## src/rtl/vlsu_txn_issuer.sv

```systemverilog
// -----------------------------------------------------------------------------
// vlsu_txn_issuer
//
// Purpose:
//   Breaks a vector load/store segment descriptor into page-sized transaction
//   requests. A descriptor gives a nibble-granular base address, the number of
//   transactions minus one, and the end nibble count of the last transaction.
//   The issuer emits one transaction per cycle while downstream is ready. Each
//   transaction carries a page-aligned address, the first valid nibble offset,
//   the valid nibble count and last/final flags.
//
// Parameters:
//   VLSU_ADDR_BITS - nibble address width
//   SLEN           - page width in bits (P = SLEN/4 nibbles, NB = log2(P))
//   TXN_BITS       - transaction index width
//
// Ports:
//   clock          in   single clock, rising edge
//   reset          in   asynchronous, active-high reset
//   seg_valid      in   segment descriptor valid
//   seg_ready      out  descriptor accepted this cycle
//   seg_base_addr  in   segment base nibble address
//   seg_txn_num    in   transactions in segment minus one
//   seg_ltn        in   last transaction end nibble count (1..P)
//   seg_final      in   segment is the last of the request
//   txn_valid      out  transaction request valid
//   txn_ready      in   downstream accepts the request
//   txn_addr       out  page-aligned nibble address
//   txn_off        out  first valid nibble within the page
//   txn_nbs        out  valid nibble count (1..P)
//   txn_last_seg   out  last transaction of the segment
//   txn_final      out  last transaction of the request
//   busy           out  issuer is not idle
//   stall_cnt      out  (only with VLSU_TXN_STALL_CNT_EN) saturating count of
//                       cycles with txn_valid && !txn_ready
//
// Configuration macro:
//   VLSU_TXN_STALL_CNT_EN - adds the stall_cnt port and its counter.
// -----------------------------------------------------------------------------
module vlsu_txn_issuer #(
    parameter  int unsigned VLSU_ADDR_BITS = 32,
    parameter  int unsigned SLEN           = 512,
    parameter  int unsigned TXN_BITS       = 8,
    localparam int unsigned P              = SLEN / 4,
    localparam int unsigned NB             = $clog2(P)
) (
    input  logic                      clock,
    input  logic                      reset,

    input  logic                      seg_valid,
    output logic                      seg_ready,
    input  logic [VLSU_ADDR_BITS-1:0] seg_base_addr,
    input  logic [TXN_BITS-1:0]       seg_txn_num,
    input  logic [NB:0]               seg_ltn,
    input  logic                      seg_final,

    output logic                      txn_valid,
    input  logic                      txn_ready,
    output logic [VLSU_ADDR_BITS-1:0] txn_addr,
    output logic [NB-1:0]             txn_off,
    output logic [NB:0]               txn_nbs,
    output logic                      txn_last_seg,
    output logic                      txn_final,

    output logic                      busy
`ifdef VLSU_TXN_STALL_CNT_EN
    ,
    output logic [31:0]               stall_cnt
`endif
);

    localparam logic [0:0] IDLE  = 1'b0;
    localparam logic [0:0] ISSUE = 1'b1;

    // One full page, as an address increment and as a nibble count.
    localparam logic [VLSU_ADDR_BITS-1:0] ADDR_STEP = VLSU_ADDR_BITS'(P);
    localparam logic [NB:0]               P_NBS     = (NB + 1)'(P);

    logic [0:0]                state_q,     state_d;
    logic [TXN_BITS-1:0]       cnt_q,       cnt_d;
    logic [TXN_BITS-1:0]       num_q,       num_d;
    logic [NB:0]               ltn_q,       ltn_d;
    logic                      seg_final_q, seg_final_d;

    logic [VLSU_ADDR_BITS-1:0] addr_q,      addr_d;
    logic [NB-1:0]             off_q,       off_d;
    logic [NB:0]               nbs_q,       nbs_d;
    logic                      last_q,      last_d;
    logic                      final_q,     final_d;

    logic                      issuing;
    logic                      fire;
    logic                      at_last;
    logic                      accept;
    logic                      load;
    logic [TXN_BITS-1:0]       cnt_inc;
    logic                      next_is_last;
    logic                      seg_single;
    logic [NB-1:0]             seg_off;

    assign issuing      = (state_q == ISSUE);
    assign fire         = issuing && txn_ready;
    assign at_last      = (cnt_q == num_q);
    assign accept       = !issuing || (fire && at_last);
    assign load         = seg_valid && accept;
    assign cnt_inc      = cnt_q + TXN_BITS'(1);
    assign next_is_last = (cnt_inc == num_q);
    assign seg_single   = (seg_txn_num == '0);
    assign seg_off      = seg_base_addr[NB-1:0];

    // Every txn_* field is computed one cycle ahead and held in a register, so
    // nothing on the seg_* side reaches txn_* combinationally and the fields
    // stay put for free while downstream back-pressures.
    always_comb begin
        state_d     = state_q;
        cnt_d       = cnt_q;
        num_d       = num_q;
        ltn_d       = ltn_q;
        seg_final_d = seg_final_q;
        addr_d      = addr_q;
        off_d       = off_q;
        nbs_d       = nbs_q;
        last_d      = last_q;
        final_d     = final_q;

        if (load) begin
            // New descriptor: either from IDLE or chained onto the last fire
            // of the previous segment, which avoids an idle bubble.
            state_d     = ISSUE;
            cnt_d       = '0;
            num_d       = seg_txn_num;
            ltn_d       = seg_ltn;
            seg_final_d = seg_final;
            addr_d      = {seg_base_addr[VLSU_ADDR_BITS-1:NB], {NB{1'b0}}};
            off_d       = seg_off;
            nbs_d       = seg_single ? (seg_ltn - {1'b0, seg_off})
                                     : (P_NBS   - {1'b0, seg_off});
            last_d      = seg_single;
            final_d     = seg_single && seg_final;
        end else if (fire && !at_last) begin
            // Advance to the next page; only the first page has an offset.
            cnt_d   = cnt_inc;
            addr_d  = addr_q + ADDR_STEP;
            off_d   = '0;
            nbs_d   = next_is_last ? ltn_q : P_NBS;
            last_d  = next_is_last;
            final_d = next_is_last && seg_final_q;
        end else if (fire) begin
            // Last transaction taken and no follow-on descriptor.
            state_d = IDLE;
        end
    end

    always_ff @(posedge clock or posedge reset) begin
        if (reset) begin
            state_q     <= IDLE;
            cnt_q       <= '0;
            num_q       <= '0;
            ltn_q       <= '0;
            seg_final_q <= 1'b0;
            addr_q      <= '0;
            off_q       <= '0;
            nbs_q       <= '0;
            last_q      <= 1'b0;
            final_q     <= 1'b0;
        end else begin
            state_q     <= state_d;
            cnt_q       <= cnt_d;
            num_q       <= num_d;
            ltn_q       <= ltn_d;
            seg_final_q <= seg_final_d;
            addr_q      <= addr_d;
            off_q       <= off_d;
            nbs_q       <= nbs_d;
            last_q      <= last_d;
            final_q     <= final_d;
        end
    end

    // seg_ready is held low for the duration of reset so no descriptor can be
    // handed over while the state is being cleared.
    assign seg_ready    = !reset && accept;
    assign txn_valid    = issuing;
    assign busy         = issuing;
    assign txn_addr     = addr_q;
    assign txn_off      = off_q;
    assign txn_nbs      = nbs_q;
    assign txn_last_seg = last_q;
    assign txn_final    = final_q;

`ifdef VLSU_TXN_STALL_CNT_EN
    logic [31:0] stall_q;

    always_ff @(posedge clock or posedge reset) begin
        if (reset) begin
            stall_q <= '0;
        end else if (issuing && !txn_ready && (stall_q != '1)) begin
            stall_q <= stall_q + 32'd1;
        end
    end

    assign stall_cnt = stall_q;
`endif

endmodule

```

## config.mk

```make
export PLATFORM = sky130hd
export DESIGN_NAME = vlsu_txn_issuer
export DESIGN_NICKNAME = d
export VERILOG_FILES = /design/src/rtl/vlsu_txn_issuer.sv
export SDC_FILE = /design/constraint.sdc
export NUM_CORES = 1
export LEC_CHECK = 0
export CAP_MARGIN = 20
export CORE_MARGIN = 4
export CORE_UTILIZATION = 40
export CTS_CLUSTER_SIZE = 25
export DETAILED_ROUTE_END_ITERATION = 8
export PLACE_DENSITY = 0.74
export SYNTH_ARGS = -nofsm -noshare
export SYNTH_HDL_FRONTEND = slang
export SYNTH_SLANG_ARGS = --single-unit
```

## constraint.sdc

```tcl
create_clock -name clock -period 3.3 [get_ports clock]
set_clock_uncertainty 0.15 [all_clocks]
set_input_delay 0.825 -clock clock [delete_from_list [all_inputs] [get_ports clock]]
set_output_delay 0.825 -clock clock [all_outputs]
set_load 0.05 [all_outputs]
```

Word level (Yosys, flattened, before mapping)
Cells that the tools add are included.
{"block": "totals", "ff_bits": 75, "output_inout_bits": 52}
{"block": "op_classes", "n_eq_ne": 3, "n_reduce_logical": 15, "add_sub_neg": 4, "n_mux": 17}
{"cell": "$mux 32", "n": 2}
{"cell": "$mux 8", "n": 6}
{"cell": "$add 32x8->32 const B", "n": 1}
{"cell": "$eq 8x8->1", "n": 2}
{"cell": "$mux 7", "n": 2}
{"cell": "$add 8x1->8 const B", "n": 1}
{"cell": "$logic_not 8->1", "n": 1}
{"cell": "$sub 8x7->8", "n": 1}
{"cell": "$sub 8x7->8 const A", "n": 1}
{"cell": "$logic_and 1x1->1", "n": 7}
{"cell": "$mux 1", "n": 7}
{"cell": "$reduce_bool 2->1", "n": 2}
{"cell": "$logic_not 1->1", "n": 3}
{"cell": "$ne 2x2->1 const B", "n": 1}
{"cell": "$reduce_and 2->1", "n": 1}
{"cell": "$logic_or 1x1->1", "n": 1}

Longest topological paths before layout
Gate-level depths: netlist (run 1).
{"block": "depth", "word_depth": 6, "depth_mapped": 12}

Worst setup path before layout (run 1)
Ideal clock, no wire load.
{"block": "synth_path", "path_type": "input to register", "startpoint": "in seg_txn_num[5]", "endpoint": "reg nbs_q[6], in the netlist txn_nbs[6]", "setup_slack_ns": 0.080, "arrival_time_ns": 2.940, "path_buffers": 0, "setup_time_ns": 0.130, "path_stages": 10, "required_time_ns": 3.020, "cell_sequence": "or4_1 > nor2_1 > and2_1 > ha_1 > a21oi_1 > nor2_1 > a211o_1 > a21oi_1 > xor2_1 > a21oi_1"}
{"block": "synth_between", "elab_chain_len": 3}
{"item": "start: declaration", "line_no": "53", "source": "input logic [TXN_BITS-1:0] seg_txn_num,"}
{"item": "$logic_not 8->1", "line_no": "108", "source": "assign seg_single = (seg_txn_num == '0);"}
{"item": "$mux 8", "line_no": "136", "source": "nbs_d = seg_single ? (seg_ltn - {1'b0, seg_off})"}
{"item": "$mux 8", "line_no": "126", "source": "if (load) begin"}
{"item": "end signal: assignment", "line_no": "174", "source": "nbs_q <= nbs_d;"}
{"item": "end: declaration", "line_no": "87", "source": "logic [NB:0] nbs_q, nbs_d;"}
Every way passes these cells.
A chain may end at the register's enable or synchronous reset.

Final worst setup path (run 1)
{"block": "layout_path", "startpoint": "in seg_txn_num[0]", "endpoint": "reg nbs_q[5], in the netlist txn_nbs[5]"}
The elaborated chain is that of the path after synthesis.

==> impl_metrics.tcl, run 1 <==
set metrics [dict create \
    seqPwrFrac_pct 36.3 \
    tightestPinTransition_ps 771 \
    htree_levels 3 \
    status "finished clean" \
    yosys.area.top_type "dfrtp_1" \
    cts-root-buf "clkbuf_8" \
    numCtsBuffers 9 \
    grt_pass1_vias 3582 \
    pwr-share-comb_pct 43.9 \
    setup_viol 0 \
    synth_area_leaders "dfrtp_1 44%, mux2_2 4.7%, nand2_1 4.5%" \
    initial_core_util_pct 41.4 \
    synth-seq-cells 68 \
    hold_class "reg2reg" \
    synth_top_cell_area_share_pct 44.0 \
    syn_area_um2 3860 \
    routed_wl_mm 10.4 \
    max_slew_margin_pct 48.2 \
    grt_pass1_wl_mm 17.4 \
    p_sw_mw 1.65 \
    endpoint_kind "flip-flop" \
    crit_required_ps 3360 \
    die-area_um2 11300 \
    ir_drop_mv 0.386 \
    clk_latency_ps 340 \
    grt_overflow 0 \
    cts_max_path_buffers 2 \
    p_int_mw 2.19 \
    drt_iter0_markers 125 \
    die_h_um 106 \
    final.min_clock_period_ps 3030 \
    place.gp.congestion 0.822 \
    tns_ps 0 \
    synth_simple_gate_area_share_pct 17.7 \
    synth-seq-area-share_pct 44.0 \
    syn_avg_cell_area_um2 9.61 \
    final_core_util_pct 57.1 \
    cts_tree "built" \
    drt-pass1-iter-count 4 \
    fmax_ghz 0.330 \
    period_share_pct 91.9 \
    clkTransAtPathRegs_ps 80 \
    p_sw_share_pct 42.9 \
    port_buffers 97 \
    via_count 3417 \
    synth_flop_cell "dfrtp_1" \
    power_density_nw_per_um2 721 \
    core-area_um2 9330 \
    antenna_found_initial 0 \
    fillers 829 \
    ctsHoldBuffers 0 \
    rsz0062_at_grt "no" \
    die_w_um 106 \
    final_cell_mix "88 x clkdlybuf4s50_1, 68 x dfrtp_1, 46 x nand2_1, 26 x o21ai_0, 22 x nor2_1" \
    rows 35 \
    drive_gt1_share_pct 13.8 \
    design_area_um2 5320 \
    grt_use_total_pct 18.8 \
    cp_max_fo 8 \
    yosys.area_share.adder_pct 3.76 \
    antenna_left 0 \
    final_common_cell "clkdlybuf4s50_1" \
    synth_top_family_by_area "compound AO/OA/AOI/OAI gates" \
    dpl_cell_area_um2 5010 \
    synth_compound_area_share_pct 18.4 \
    netlist_instances 402 \
    ys_types 53 \
    crit_chain "dlymetal6s2s_1, or4_4, nor2_4, buf_6, and2_4, ha_1, nor2b_2, o31a_1, o21ai_1, nand2b_1, xnor2_1, a21oi_1" \
    cp-start-kind "input pin" \
    synthArstFlopShare_pct 100 \
    cts_sinks 68 \
    cp.arrival_ps 3090 \
    nNetsFinal 568 \
    yosys.area_share.xor_xnor_pct 5.67 \
    power_leakage_nw 2.28 \
    grt_max_degree 84 \
    place_ws_ps -485 \
    critical_path_class "in2reg" \
    finalMaxSlewViolations 0 \
    synth.area.mux_share_pct 4.66 \
    maxCapViolCount 0 \
    area_delta_synth_final_pct 37.8 \
    setup_ws_ps 267 \
    pwr-share-clk_pct 19.8 \
    diodes 0 \
    slowest_delay_ps 570 \
    hold_viol 0 \
    crit_slowest_cell "or4_4" \
    seq_area_um2 1700 \
    synth_edf_count 0 \
    yosysWarnings 0 \
    vias_per_cell 5.36 \
    hpwlAfterDp_mm 7.07 \
    drc 0 \
    multiInputGateArea_um2 2040 \
    io_pins 105 \
    routedWlPerCell_um 16.2 \
]
cells in the mapped netlist, types with 2 or more instances:
cell	count
a2bb2oi_1	3
and2_1	12
nand2_1	46
o21a_1	3
xnor2_1	14
a31oi_1	6
a221oi_1	6
or3_1	2
o21ai_0	28
nand4_1	7
clkbuf_1	2
nor3_1	5
xor2_1	11
a21o_1	2
nor2_1	23
nor4_2	2
ha_1	10
o211ai_1	9
buf_2	16
dfrtp_1	68
a21oi_1	18
a22oi_1	2
o22ai_1	2
o311ai_0	6
a22o_1	7
and4_1	3
inv_1	14
buf_4	9
a211o_1	2
mux2_2	16
and3_1	7
or4_1	2
nor2b_1	6
nand3_1	14
flip-flops by register name, summed over array words and instances, names as in the netlist:
signal	flops
txn_addr	25
cnt_q	8
ltn_q	8
num_q	8
txn_nbs	8
txn_off	7
busy	1
seg_final_q	1
txn_final	1
txn_last_seg	1
power by group through the flow:
stage | Combinational, mW | Sequential, mW | Clock [mW]
CTS | 1.67 | 1.38 | 0.778
detailed placement | 1.66 | 1.40 | 0
finish | 1.68 | 1.39 | 0.762
global placement | 1.62 | 1.38 | 0
floorplan | 0.715 | 1.79 | 0
global route | 1.81 | 1.44 | 0.818
area by class of cell:
class | instances | area share, %
clock buffers | 10 | 2.40
multi-input cells | 298 | 38.4
flip-flops and latches | 68 | 32.0
well taps | 129 | 3.03
repair buffers | 113 | 21.6
clock inverters | 6 | 1.67
inverters | 14 | 0.987
metrics by stage:
step	hold WS [ps]	total power, mW	cells
after floorplan	331	2.51	408
after global placement	341	3.01	620
after detailed placement	345	3.06	620
after CTS	366	3.83	637
after global routing	390	4.06	638
final	362	3.84	638
worst max-delay path, delay by kind of cell:
family,cells,cell delay [ps]
simple gates,5,1080
compound gates,3,560
buf+inv,2,270
fa+ha+maj,1,220
xor+xnor,1,130
what timing repair did:
action / in CTS / in global routing
hold endpoints to repair: 0 / 0
pin swaps: 1 / 9
gates resized for setup: 8 / 16
endpoints found under the setup margin: 3 / 5
setup buffers: 1 / 1
gates cloned: 0 / 0
path summary, 6_finish.rpt:
check | from | cells after the start | slack, ps | to
hold reg to reg | txn_off[0]$_DFFE_PP0P_ | 1 | 360 | txn_off[0]$_DFFE_PP0P_
max in group asynchronous | reset | 3 | 1930 | txn_nbs[7]$_DFFE_PP0P_
hold / removal | txn_off[0]$_DFFE_PP0P_ | 1 | 360 | txn_off[0]$_DFFE_PP0P_
setup reg to reg | cnt_q[6]$_DFFE_PP0P_ | 7 | 760 | txn_addr[26]$_DFFE_PP0P_
setup / recovery | seg_txn_num[0] | 12 | 270 | txn_nbs[5]$_DFFE_PP0P_
min in group asynchronous | reset | 3 | 750 | txn_addr[15]$_DFFE_PP0P_
per-layer routing:
metal / wire length (um) / part of all wire, % / track usage, % / vias up
li1: - / - / - / 1641
met1: 4600 / 44 / 24.4 / 1648
met2: 5060 / 49 / 31.7 / 122
met3: 628 / 6.1 / 4.74 / 6
met4: 73 / 0.70 / 4.35 / 0
met5: 0 / 0 / 0 / -
kinds of logic (layout without fill, tap and decap cells):
group                      Yosys count  after routing
and+or+nand+nor                    134            134
AOI/OAI and AO/OA                  105            105
DFF                                 68             68
buffers and inverters               42            143
xor gates and xnor gates            25             25
muxes                               16             16
adders and majority gates           11             11
other                                1              7
Power figures use the tool's default switching activity.
==> inputs of run 2 (changes only) <==
Settings changed: CTS_BUF_LIST from default to sky130_fd_sc_hd__clkbuf_8.
==> run 2 against run 1 <==
  * Cell count unchanged
  * Sequential power about the same
  * Count of clock-buffer cells in the layout decreased by 1
  * Routed wire length unchanged
  * Clock power about the same
  * Highest routed layer unchanged
  * Critical path type unchanged
  * Global-route usage unchanged
  * Design area unchanged
==> impl_metrics.tcl, run 2 (synthesis gave the netlist of run 1 again) <==
set metrics [dict create \
    tightestPinTransition_ps 771 \
    hold_class "reg2reg" \
    die_h_um 106 \
    critical_path_class "in2reg" \
    period_share_pct 91.9 \
    area_delta_synth_final_pct 37.8 \
    port_buffers 97 \
    tns_ps 0 \
    drt_iter0_markers 125 \
    drive_gt1_share_pct 13.8 \
    core-area_um2 9330 \
    antenna_found_initial 0 \
    fmax_ghz 0.330 \
    drt-pass1-iter-count 4 \
    htree_levels 3 \
    rsz0062_at_grt "no" \
    cp-start-kind "input pin" \
    clkTransAtPathRegs_ps 80 \
    power_leakage_nw 2.28 \
    largest_register_ffs 25 \
    die_w_um 106 \
    grt_pass1_vias 3582 \
    setup_viol 0 \
    crit_slowest_cell "or4_4" \
    grt_max_degree 84 \
    via_count 3417 \
    drc 0 \
    grt_pass1_wl_mm 17.4 \
    io_pins 105 \
    numCtsBuffers 9 \
    diodes 0 \
    rrSetupSlack_ps 760 \
    cts_sinks 68 \
    p_total_mw 3.84 \
    nNetsFinal 568 \
    max_slew_margin_pct 48.2 \
    cp.arrival_ps 3090 \
    grt_use_total_pct 18.8 \
    maxCapViolCount 0 \
    hpwlAfterDp_mm 7.07 \
    grt_overflow 0 \
    hold_viol 0 \
    place.gp.congestion 0.822 \
    cp_max_fo 8 \
    ir_drop_mv 0.387 \
    finalMaxSlewViolations 0 \
    cts-root-buf "clkbuf_8" \
    final_common_cell "clkdlybuf4s50_1" \
    final_core_util_pct 57.1 \
    vias_per_cell 5.36 \
    final.min_clock_period_ps 3030 \
    die-area_um2 11300 \
    cts_max_path_buffers 2 \
    endpoint_kind "flip-flop" \
    whs_ps 362 \
    initial_core_util_pct 41.4 \
    power_density_nw_per_um2 721 \
    clk_latency_ps 340 \
    slowest_delay_ps 570 \
    cts_tree "built" \
    routed_wl_mm 10.4 \
    final_cell_mix "88 x clkdlybuf4s50_1, 68 x dfrtp_1, 46 x nand2_1, 26 x o21ai_0, 22 x nor2_1" \
    crit_required_ps 3360 \
    status "finished clean" \
    rows 35 \
    crit_chain "dlymetal6s2s_1, or4_4, nor2_4, buf_6, and2_4, ha_1, nor2b_2, o31a_1, o21ai_1, nand2b_1, xnor2_1, a21oi_1" \
    antenna_left 0 \
    routedWlPerCell_um 16.2 \
    ctsHoldBuffers 0 \
]
-- run 2: cell types whose count changed in the layout (fill, tap and decap cells not counted), sizes merged --
cell / delta
clkbuf: -1
inv: +1
-- run 2: worst paths after layout --
kind                                         from                        to  cells past startpoint
max                                seg_txn_num[0]    txn_nbs[5]$_DFFE_PP0P_                     12
min                        txn_off[0]$_DFFE_PP0P_    txn_off[0]$_DFFE_PP0P_                      1
max reg2reg                  cnt_q[6]$_DFFE_PP0P_  txn_addr[26]$_DFFE_PP0P_                      7
min reg2reg                txn_off[0]$_DFFE_PP0P_    txn_off[0]$_DFFE_PP0P_                      1
max in group asynchronous                   reset    txn_nbs[7]$_DFFE_PP0P_                      3
min in group asynchronous                   reset  txn_addr[15]$_DFFE_PP0P_                      3
-- run 2: timing repair --
action / CTS / global route
pin swaps: 1 / 9
resized for setup: 8 / 16
cloned: 0 / 0
buffers inserted: 1 / 1
endpoints found under the setup margin: 3 / 5
-- run 2: critical path: cells and delay by family --
family          cells  cell delay (ps)
xor+xnor            1              130
compound gates      3              560
simple gates        5             1080
buf+inv             2              270
fa+ha+maj           1              220
-- run 2: routing by layer --
layer	up-vias	global-route usage [%]	share of wire, %
met4	0	4.35	0.70
met5	-	0	0
met3	6	4.74	6.1
met2	122	31.7	49
li1	1641	-	-
met1	1648	24.4	44
-- run 2: layout make-up --
type                            instances  area (um^2)
Inverter                               14         52.6
Clock buffer                            9          124
Sequential cell                        68         1700
Multi-Input combinational cell        298         2040
Tap cell                              129          161
Fill cell                             829         4000
Clock inverter                          7         92.6
Timing Repair Buffer                  113         1150
-- run 2: per-stage QoR --
step / cell area, um^2 / instances / setup slack [ps]
6_report: 5320 / 638 / 267
5_1_grt: 5320 / 638 / 87.5
4_1_cts: 5260 / 637 / 2.13
3_5_place_dp: 5010 / 620 / -485
3_3_place_gp: 5010 / 620 / -374
2_1_floorplan: 3890 / 408 / 79.7
-- run 2: where the power goes --
group | switching, mW | internal, mW
clock | 0.336 | 0.423
combinational | 1.02 | 0.666
sequential | 0.292 | 1.10
total | 1.65 | 2.19
